**config.mk**
```make
export PLATFORM = sky130hd
export DESIGN_NAME = soml_hq_dh_seq
export DESIGN_NICKNAME = d
export VERILOG_FILES = /design/src/rtl/soml_pkg.sv /design/src/rtl/soml_wdt.sv /design/src/rtl/soml_hq_dh_seq.sv
export SDC_FILE = /design/constraint.sdc
export NUM_CORES = 1
export LEC_CHECK = 0
export CELL_PAD_IN_SITES_DETAIL_PLACEMENT = 2
export CELL_PAD_IN_SITES_GLOBAL_PLACEMENT = 2
export CORE_ASPECT_RATIO = 0.75
export CORE_MARGIN = 4
export CORE_UTILIZATION = 30
export CTS_BUF_LIST = sky130_fd_sc_hd__clkbuf_8
export DETAILED_ROUTE_END_ITERATION = 16
export PLACE_DENSITY = 0.83
export SETUP_SLACK_MARGIN = 0.4
export SLEW_MARGIN = 10
export SYNTH_ARGS = -nofsm -noshare
export SYNTH_HDL_FRONTEND = slang
export SYNTH_HIERARCHICAL = 1
export SYNTH_SLANG_ARGS = --single-unit
```
**constraint.sdc**
```tcl
create_clock -name clk_i -period 3.05 [get_ports clk_i]
set_input_delay 0.4575 -clock clk_i [delete_from_list [all_inputs] [get_ports clk_i]]
set_output_delay 0.4575 -clock clk_i [all_outputs]
set_load 0.02 [all_outputs]
```
**src/rtl/soml_pkg.sv**
```systemverilog
// Shared definitions for the SOML decoder sequencing stages.
// Contents:
//   DwDef, NqDef    default D_h width and q-indices per frame
//   seq_state_e     frame sequencer state encoding (3 bits)
//   cnt_width()     counter width for a given terminal count, never below 1
package soml_pkg;

    localparam int unsigned DwDef = 16;
    localparam int unsigned NqDef = 4;

    typedef enum logic [2:0] {
        StIdle = 3'd0,
        StLoad = 3'd1,
        StKick = 3'd2,
        StWait = 3'd3,
        StOut  = 3'd4,
        StDone = 3'd5
    } seq_state_e;

    // Width needed to hold 0..n-1, at least one bit.
    function automatic int unsigned cnt_width(input int unsigned n);
        return (n <= 2) ? 1 : $clog2(n);
    endfunction

endpackage

```
**src/rtl/soml_wdt.sv**
```systemverilog
// Watchdog counter: synchronous clear, count enable, terminal flag at Tmo-1.
// The count holds at the terminal value rather than wrapping.
// Ports:
//   clk_i    clock, rising edge
//   rst_i    synchronous reset, active-high
//   clr_i    clear count to zero (wins over en_i)
//   en_i     advance count by one
//   term_o   count has reached Tmo-1
module soml_wdt
    import soml_pkg::*;
#(
    parameter int unsigned Tmo = 64
) (
    input  logic clk_i,
    input  logic rst_i,
    input  logic clr_i,
    input  logic en_i,
    output logic term_o
);

    localparam int unsigned CntW = cnt_width(Tmo);
    localparam logic [CntW-1:0] TermVal = CntW'(Tmo - 1);

    logic [CntW-1:0] cnt_q, cnt_d;

    assign term_o = (cnt_q == TermVal);

    always_comb begin
        cnt_d = cnt_q;
        if (clr_i) begin
            cnt_d = '0;
        end else if (en_i && !term_o) begin
            cnt_d = cnt_q + CntW'(1);
        end
    end

    always_ff @(posedge clk_i) begin
        if (rst_i) begin
            cnt_q <= '0;
        end else begin
            cnt_q <= cnt_d;
        end
    end

endmodule

```
**src/rtl/soml_hq_dh_seq.sv**
```systemverilog
// Frame sequencer for the Hq/D_h compute core. On start it streams Nh H-memory
// addresses, then kicks the core once per q-index, captures each D_h result and
// offers it downstream over valid/ready. A watchdog bounds every core run; on
// expiry the frame is aborted with a sticky error.
// Ports:
//   clk_i, rst_i        clock, synchronous active-high reset
//   start_i             frame start, honoured only when idle
//   busy_o              high whenever not idle
//   h_rd_o, h_addr_o    H memory read strobe and address
//   dh_start_o, dh_q_o  one-cycle core kick and the q-index for that run
//   core_done_i         core completion, honoured only while waiting
//   core_dh_i           core result, valid with core_done_i
//   dh_valid_o, dh_ready_i, dh_data_o, dh_idx_o   result handshake
//   frame_done_o        one-cycle pulse at end of frame (normal or aborted)
//   err_timeout_o       sticky watchdog error, cleared by accepted start or reset
// All outputs come straight from registers.
module soml_hq_dh_seq
    import soml_pkg::*;
#(
    parameter int unsigned Dw  = DwDef,
    parameter int unsigned Nq  = NqDef,
    parameter int unsigned Qw  = 2,
    parameter int unsigned Nh  = 16,
    parameter int unsigned Aw  = 4,
    parameter int unsigned Tmo = 64
) (
    input  logic          clk_i,
    input  logic          rst_i,
    input  logic          start_i,
    output logic          busy_o,
    output logic          h_rd_o,
    output logic [Aw-1:0] h_addr_o,
    output logic          dh_start_o,
    output logic [Qw-1:0] dh_q_o,
    input  logic          core_done_i,
    input  logic [Dw-1:0] core_dh_i,
    output logic          dh_valid_o,
    input  logic          dh_ready_i,
    output logic [Dw-1:0] dh_data_o,
    output logic [Qw-1:0] dh_idx_o,
    output logic          frame_done_o,
    output logic          err_timeout_o
);

    localparam logic [Qw-1:0] QLast = Qw'(Nq - 1);
    localparam logic [Aw-1:0] ALast = Aw'(Nh - 1);

    seq_state_e    state_q, state_d;
    logic [Qw-1:0] q_q, q_d;
    logic          busy_q, busy_d;
    logic          h_rd_q, h_rd_d;
    logic [Aw-1:0] h_addr_q, h_addr_d;
    logic          dh_start_q, dh_start_d;
    logic [Qw-1:0] dh_q_q, dh_q_d;
    logic          dh_valid_q, dh_valid_d;
    logic [Dw-1:0] dh_data_q, dh_data_d;
    logic [Qw-1:0] dh_idx_q, dh_idx_d;
    logic          frame_done_q, frame_done_d;
    logic          err_q, err_d;

    logic wdt_term;

    // Counter is cleared while kicking so every core run starts from zero.
    soml_wdt #(
        .Tmo(Tmo)
    ) u_wdt (
        .clk_i (clk_i),
        .rst_i (rst_i),
        .clr_i (state_q == StKick),
        .en_i  (state_q == StWait),
        .term_o(wdt_term)
    );

    always_comb begin
        state_d      = state_q;
        q_d          = q_q;
        h_rd_d       = h_rd_q;
        h_addr_d     = h_addr_q;
        dh_start_d   = 1'b0;
        dh_q_d       = dh_q_q;
        dh_valid_d   = dh_valid_q;
        dh_data_d    = dh_data_q;
        dh_idx_d     = dh_idx_q;
        frame_done_d = 1'b0;
        err_d        = err_q;

        unique case (state_q)
            StIdle: begin
                if (start_i) begin
                    state_d  = StLoad;
                    err_d    = 1'b0;
                    q_d      = '0;
                    h_addr_d = '0;
                end
            end
            StLoad: begin
                // First LOAD cycle raises the strobe at address 0; the h_addr register
                // itself is the address counter and stops at Nh-1.
                if (!h_rd_q) begin
                    h_rd_d   = 1'b1;
                    h_addr_d = '0;
                end else if (h_addr_q == ALast) begin
                    h_rd_d     = 1'b0;
                    h_addr_d   = '0;
                    state_d    = StKick;
                    dh_start_d = 1'b1;
                    dh_q_d     = q_q;
                end else begin
                    h_addr_d = h_addr_q + Aw'(1);
                end
            end
            StKick: begin
                state_d = StWait;
            end
            StWait: begin
                // core_done takes priority over a watchdog expiry in the same cycle.
                if (core_done_i) begin
                    dh_data_d  = core_dh_i;
                    dh_idx_d   = q_q;
                    dh_valid_d = 1'b1;
                    state_d    = StOut;
                end else if (wdt_term) begin
                    err_d        = 1'b1;
                    frame_done_d = 1'b1;
                    state_d      = StDone;
                end
            end
            StOut: begin
                if (dh_ready_i) begin
                    dh_valid_d = 1'b0;
                    if (q_q == QLast) begin
                        frame_done_d = 1'b1;
                        state_d      = StDone;
                    end else begin
                        q_d        = q_q + Qw'(1);
                        dh_start_d = 1'b1;
                        dh_q_d     = q_q + Qw'(1);
                        state_d    = StKick;
                    end
                end
            end
            StDone: begin
                state_d = StIdle;
            end
            default: begin
                state_d = StIdle;
            end
        endcase

        busy_d = (state_d != StIdle);
    end

    always_ff @(posedge clk_i) begin
        if (rst_i) begin
            state_q      <= StIdle;
            q_q          <= '0;
            busy_q       <= 1'b0;
            h_rd_q       <= 1'b0;
            h_addr_q     <= '0;
            dh_start_q   <= 1'b0;
            dh_q_q       <= '0;
            dh_valid_q   <= 1'b0;
            dh_data_q    <= '0;
            dh_idx_q     <= '0;
            frame_done_q <= 1'b0;
            err_q        <= 1'b0;
        end else begin
            state_q      <= state_d;
            q_q          <= q_d;
            busy_q       <= busy_d;
            h_rd_q       <= h_rd_d;
            h_addr_q     <= h_addr_d;
            dh_start_q   <= dh_start_d;
            dh_q_q       <= dh_q_d;
            dh_valid_q   <= dh_valid_d;
            dh_data_q    <= dh_data_d;
            dh_idx_q     <= dh_idx_d;
            frame_done_q <= frame_done_d;
            err_q        <= err_d;
        end
    end

    assign busy_o        = busy_q;
    assign h_rd_o        = h_rd_q;
    assign h_addr_o      = h_addr_q;
    assign dh_start_o    = dh_start_q;
    assign dh_q_o        = dh_q_q;
    assign dh_valid_o    = dh_valid_q;
    assign dh_data_o     = dh_data_q;
    assign dh_idx_o      = dh_idx_q;
    assign frame_done_o  = frame_done_q;
    assign err_timeout_o = err_q;

endmodule

```
After elaboration in Yosys (flattened, before gate mapping)
Cells that the tools add are included.
{"block": "op_classes", "eq_ne": 15, "n_addsub": 3, "muxes": 38, "reduce_logical": 16}
{"cell": "$mux W3", "count": 7}
{"cell": "$ne A2 B2 Y1 const B", "count": 8}
{"cell": "$mux W1", "count": 15}
{"cell": "$pmux W3 S5", "count": 1}
{"cell": "$mux W4", "count": 3}
{"cell": "$mux W2", "count": 5}
{"cell": "$reduce_bool A2 Y1", "count": 5}
{"cell": "$pmux W1 S2", "count": 4}
{"cell": "$pmux W2 S2", "count": 2}
{"cell": "$pmux W4 S2", "count": 1}
{"cell": "$reduce_and A4 Y1", "count": 2}
{"cell": "$add A6 B1 Y6 const B", "count": 1}
{"cell": "$eq A3 B2 Y1 const B", "count": 2}
{"cell": "$eq A6 B6 Y1 const B", "count": 1}
{"cell": "$reduce_and A5 Y1", "count": 1}
{"cell": "$add A4 B1 Y4 const B", "count": 1}
{"cell": "$eq A4 B4 Y1 const B", "count": 1}
{"cell": "$reduce_and A2 Y1", "count": 2}
{"cell": "$eq A3 B1 Y1 const B", "count": 1}
{"cell": "$eq A3 B3 Y1 const B", "count": 1}
{"cell": "$logic_not A3 Y1", "count": 1}
{"cell": "$reduce_and A3 Y1", "count": 1}
{"cell": "$reduce_bool A3 Y1", "count": 1}
{"cell": "$add A2 B1 Y2 const B", "count": 1}
{"cell": "4 further kinds", "count": 4}
{"block": "word_totals", "ff_bits": 41, "out_inout_bits": 30}

Longest topological paths before layout
{"block": "logic_depth", "depth_word": 5, "mapped_depth": 8, "mapped_depth_nobuf": 7}

Hierarchy
The synthesis kept the hierarchy.
{"module": "soml_hq_dh_seq", "n_inst": 1, "cells_each": 174, "area_each_um2": 1462.7, "seq_area_each_um2": 700.7}
{"module": "soml_wdt", "n_inst": 1, "cells_each": 32, "area_each_um2": 292.8, "seq_area_each_um2": 120.1}

Worst setup path before layout
No wires, ideal clock.
{"block": "synth_path", "path_kind": "register -> register", "start": "register u_wdt.cnt_q[0]", "end": "register busy_q, in the netlist busy_o", "t_arrival_ns": 1.370, "stages_incl_launch_ff": 7, "slack_ns": 1.551, "t_required_ns": 2.922, "period_less_slack_ns": 1.499, "path_cell_list": "dfxtp_1 > ha_1 > and3_2 > and3_2 > o21a_1 > a21oi_1 > a31oi_1"}
{"block": "synth_between", "elab_chain_cells": 5}
{"item": "from (decl)", "line": "soml_wdt.sv:24", "rtl": "logic [CntW-1:0] cnt_q, cnt_d;"}
{"item": "from (signal assigned)", "line": "soml_wdt.sv:41", "rtl": "cnt_q <= cnt_d;"}
{"item": "$eq A6 B6 Y1", "line": "soml_wdt.sv:26", "rtl": "assign term_o = (cnt_q == TermVal);"}
{"item": "via wdt_term", "line": "soml_hq_dh_seq.sv:61", "rtl": "logic wdt_term;"}
{"item": "$mux W3", "line": "soml_hq_dh_seq.sv:122", "rtl": "end else if (wdt_term) begin"}
{"item": "$mux W3", "line": "soml_hq_dh_seq.sv:117", "rtl": "if (core_done_i) begin"}
{"item": "$pmux W3 S5", "line": "soml_hq_dh_seq.sv:87", "rtl": "unique case (state_q)"}
{"item": "$reduce_bool A3 Y1", "line": "soml_hq_dh_seq.sv:150", "rtl": "busy_d = (state_d != StIdle);"}
{"item": "to (signal assigned)", "line": "soml_hq_dh_seq.sv:170", "rtl": "busy_q <= busy_d;"}
{"item": "to (decl)", "line": "soml_hq_dh_seq.sv:50", "rtl": "logic busy_q, busy_d;"}
The timed path passes the listed nets, and every way through them passes these cells.
A chain may end at the register's enable or synchronous reset.

Worst setup path in the final report
{"block": "layout_path", "start": "register state_q[0]", "end": "register dh_data_q[7], in the netlist dh_data_o[7]"}
{"block": "layout_between", "elab_chain_cells": 2}
{"item": "from (decl)", "line": "soml_hq_dh_seq.sv:48", "rtl": "seq_state_e state_q, state_d;"}
{"item": "from (signal assigned)", "line": "soml_hq_dh_seq.sv:155", "rtl": "state_q <= StIdle;"}
{"item": "from (signal assigned)", "line": "soml_hq_dh_seq.sv:168", "rtl": "state_q <= state_d;"}
{"item": "$eq A3 B2 Y1", "line": "soml_hq_dh_seq.sv:87"}
{"item": "$reduce_and A2 Y1 (no line)"}
{"item": "to (signal assigned)", "line": "soml_hq_dh_seq.sv:176", "rtl": "dh_data_q <= dh_data_d;"}
{"item": "to (decl)", "line": "soml_hq_dh_seq.sv:56", "rtl": "logic [Dw-1:0] dh_data_q, dh_data_d;"}
No other way between the ends.

==> flow_summary.ini <==
[route]
firstDrtPassIters = 2
drt_iter0_drc = 45
final_antenna_net_count = 0
totalWireLength_um = 5420
vias_per_cell = 4.96
vias = 1641
drc = 0
avgRoutedWirePerCell_um = 16.4

[setup_path]
critPathCaptureType = flip-flop
slowest_stage = and2_1
criticalPathCategory = flip-flop to flip-flop
reg2reg_to = dh_data_o[7]
r2r_setup_slack_ps = 1080
worstPathArrival_ps = 2200
slowest_delay_ps = 650
cp_max_fo = 19
cp_cell_sequence = and3b_1 -> and2_1 -> nand2_1 -> a21oi_1
r2r_cells = 4
crit_end = dh_data_o[7]
required_ps = 3290
startpoint = state_q[0]
cp-start-kind = flip-flop
r2r-start = state_q[0]

[global_route]
grt_pass1_wl_um = 8580
grt_max_degree = 24
grt-ovfl-total = 0
grt_pass1_vias = 1723
antenna_found_initial = 0
grt_use_total_pct = 15.9

[timing]
setup_viol = 0
drv_slew = 0
fin_crit_sh_pct = 64.4
final_hold_viol_count = 0
worst_clock_skew_ps = 8.66
fmax_ghz = 0.509
rsz0062_at_grt = false
maxSlewHeadroom_pct = 52.1
finalSetupTns_ps = 0
layout_min_cycle_time_ps = 1970
worst_pin_slew_ps = 719

[cts]
clock_sinks = 41
cts_resized = 0
cts_tree = yes
htree_levels = 2
cts_root_buffer = clkbuf_8
cts_buffers = 5
postCtsHoldBufs = 0
cts_max_path_buffers = 2
insertion_delay_ps = 300
post_cts_buffers = 0
clkTransAtPathRegs_ps = 80

[placed_design]
io_buffers = 50
detailed_place.area_sq_um = 2300
routabilityCongestion = 0.747
dp_hpwl_um = 3990

[finish]
drive_gt1_share_pct = 7.42
final_cell_area_sq_um = 2420
syn_to_final_growth_pct = 37.9
fillCellCount = 629
diodes = 0
fin_nets = 280

[synthesis]
synth-seq-area-share_pct = 46.8
yosys.area_share.simple_pct = 25.6
syn_nets = 231
netlist_area_sq_um = 1760
muxShareOfSynthArea_pct = 2.28
synth_xor_area_share_pct = 0
synthArstFlopShare_pct = 0
synth_warnings = 6
synth_seq_cells = 41
ys.flop_type = dfxtp_1
synth_cell_types = 46
synthCells = 206
synth_top_family_by_area = simple AND/OR/NAND/NOR gates
synth_compound_area_share_pct = 18.0
synth_fa_ha_area_share_pct = 2.85
yosysTopAreaCell = dfxtp_1
syn_area_per_cell_sq_um = 8.52
ys_top_cells_by_area = dfxtp_1 47%, nand2_1 9.2%, a21oi_1 8.0%, nor2_1 4.1%, ha_1 2.9%
synth_top_area_share_pct = 46.8
synth_edf_count = 0

[floorplanning]
rows = 23
die_y_um = 74.2
coreArea_sq_um = 5500
die_area_sq_um = 7150
start_util_pct = 31.9
dieWidth_um = 96.3
ios = 51

[power]
p_leak_nw = 0.829
p_per_area_nw_per_um2 = 442
peakVddDrop_mv = 0.181

[min_path]
worstHoldPathType = flip-flop to flip-flop
holdCritStartpoint = dh_data_o[4]

[flow_run]
drv_cap = 0

[status]
status = complete, no violations
==> worst min path at each step <==
stage,endpoint,cells after the start
after floorplan,u_wdt/cnt_q[2],1
after global placement,dh_data_o[14],2
after detailed placement,dh_data_o[4],2
after CTS,dh_data_o[4],2
after global routing,dh_data_o[4],2
final,dh_data_o[4],2
==> layout make-up <==
class | count | area [sq um] | area share (%)
Timing Repair Buffer | 51 | 508 | 21.0
Clock inverter | 2 | 37.5 | 1.55
Inverter | 6 | 22.5 | 0.930
Multi-Input combinational cell | 150 | 856 | 35.3
Clock buffer | 6 | 82.6 | 3.41
Sequential cell | 41 | 821 | 33.9
Tap cell | 75 | 93.8 | 3.88
==> registers in the layout, indices dropped and copies added, names as in the netlist <==
signal / count
q_q: 2
h_rd_o: 1
frame_done_o: 1
busy_o: 1
h_addr_o: 4
dh_valid_o: 1
state_q: 3
err_timeout_o: 1
u_wdt/cnt_q: 6
dh_data_o: 16
dh_idx_o: 2
dh_q_o: 2
dh_start_o: 1
==> metal layers <==
| metal | track usage, % | vias to the layer above | share of wire (%) |
|---|---|---|---|
| met1 | 19.9 | 787 | 47 |
| li1 | - | 811 | - |
| met5 | 0 | - | 0 |
| met2 | 26.9 | 35 | 48 |
| met3 | 3.34 | 8 | 3.7 |
| met4 | 6.07 | 0 | 1.3 |
==> synth_stat cells (3+ instances only) <==
cell	instances
nor2_1	19
nand3_1	3
a21oi_1	28
o21ai_0	3
mux2i_1	4
nand2_1	43
a31oi_1	3
buf_2	3
dfxtp_1	41
inv_1	4
clkbuf_1	3
ha_1	4
nand2b_1	3
==> cell families (layout without fill, tap and decap cells) <==
group	Yosys count	count (layout)
AO/OA/AOI/OAI	49	49
buffers and inverters	15	65
AND/OR/NAND/NOR	93	93
flip-flops	41	41
adder cells (fa/ha/maj)	4	4
multiplexers	4	4
==> cells in the final DEF (no fill, tap or decap), types with 3 or more instances in the layout <==
cell,netlist,routed
a21oi_1,28,28
a31oi_1,3,3
clkbuf_8,0,6
clkdlybuf4s50_1,0,50
dfxtp_1,41,41
ha_1,4,4
inv_1,4,4
mux2i_1,4,4
nand2_1,43,43
nand2b_1,3,3
nand3_1,3,3
nor2_1,19,19
o21ai_0,3,3
==> where the power goes <==
group          leakage (nW)  internal (mW)  switching, mW
sequential            0.331          0.539        0.00539
clock                0.0574          0.266          0.191
combinational         0.440         0.0367         0.0322
==> stage by stage <==
stage	power (mW)	std cells	worst slack [ps]	hold WS [ps]	utilization, %
global route	1.12	331	837	482	44.0
detailed placement	0.626	323	977	451	41.9
global placement	0.626	323	1050	441	41.9
floorplan	0.583	206	1550	448	-
CTS	1.09	331	1080	463	44.0
finish	1.07	331	1080	460	44.0
==> worst max-delay path: cells and delay by family (launching register included) <==
family / cells / cell delay, ps
and+or+nand+nor: 3 / 1230
AOI/OAI and AO/OA: 1 / 150
DFF: 1 / 510
No activity file was read; power rests on OpenSTA's default activity.
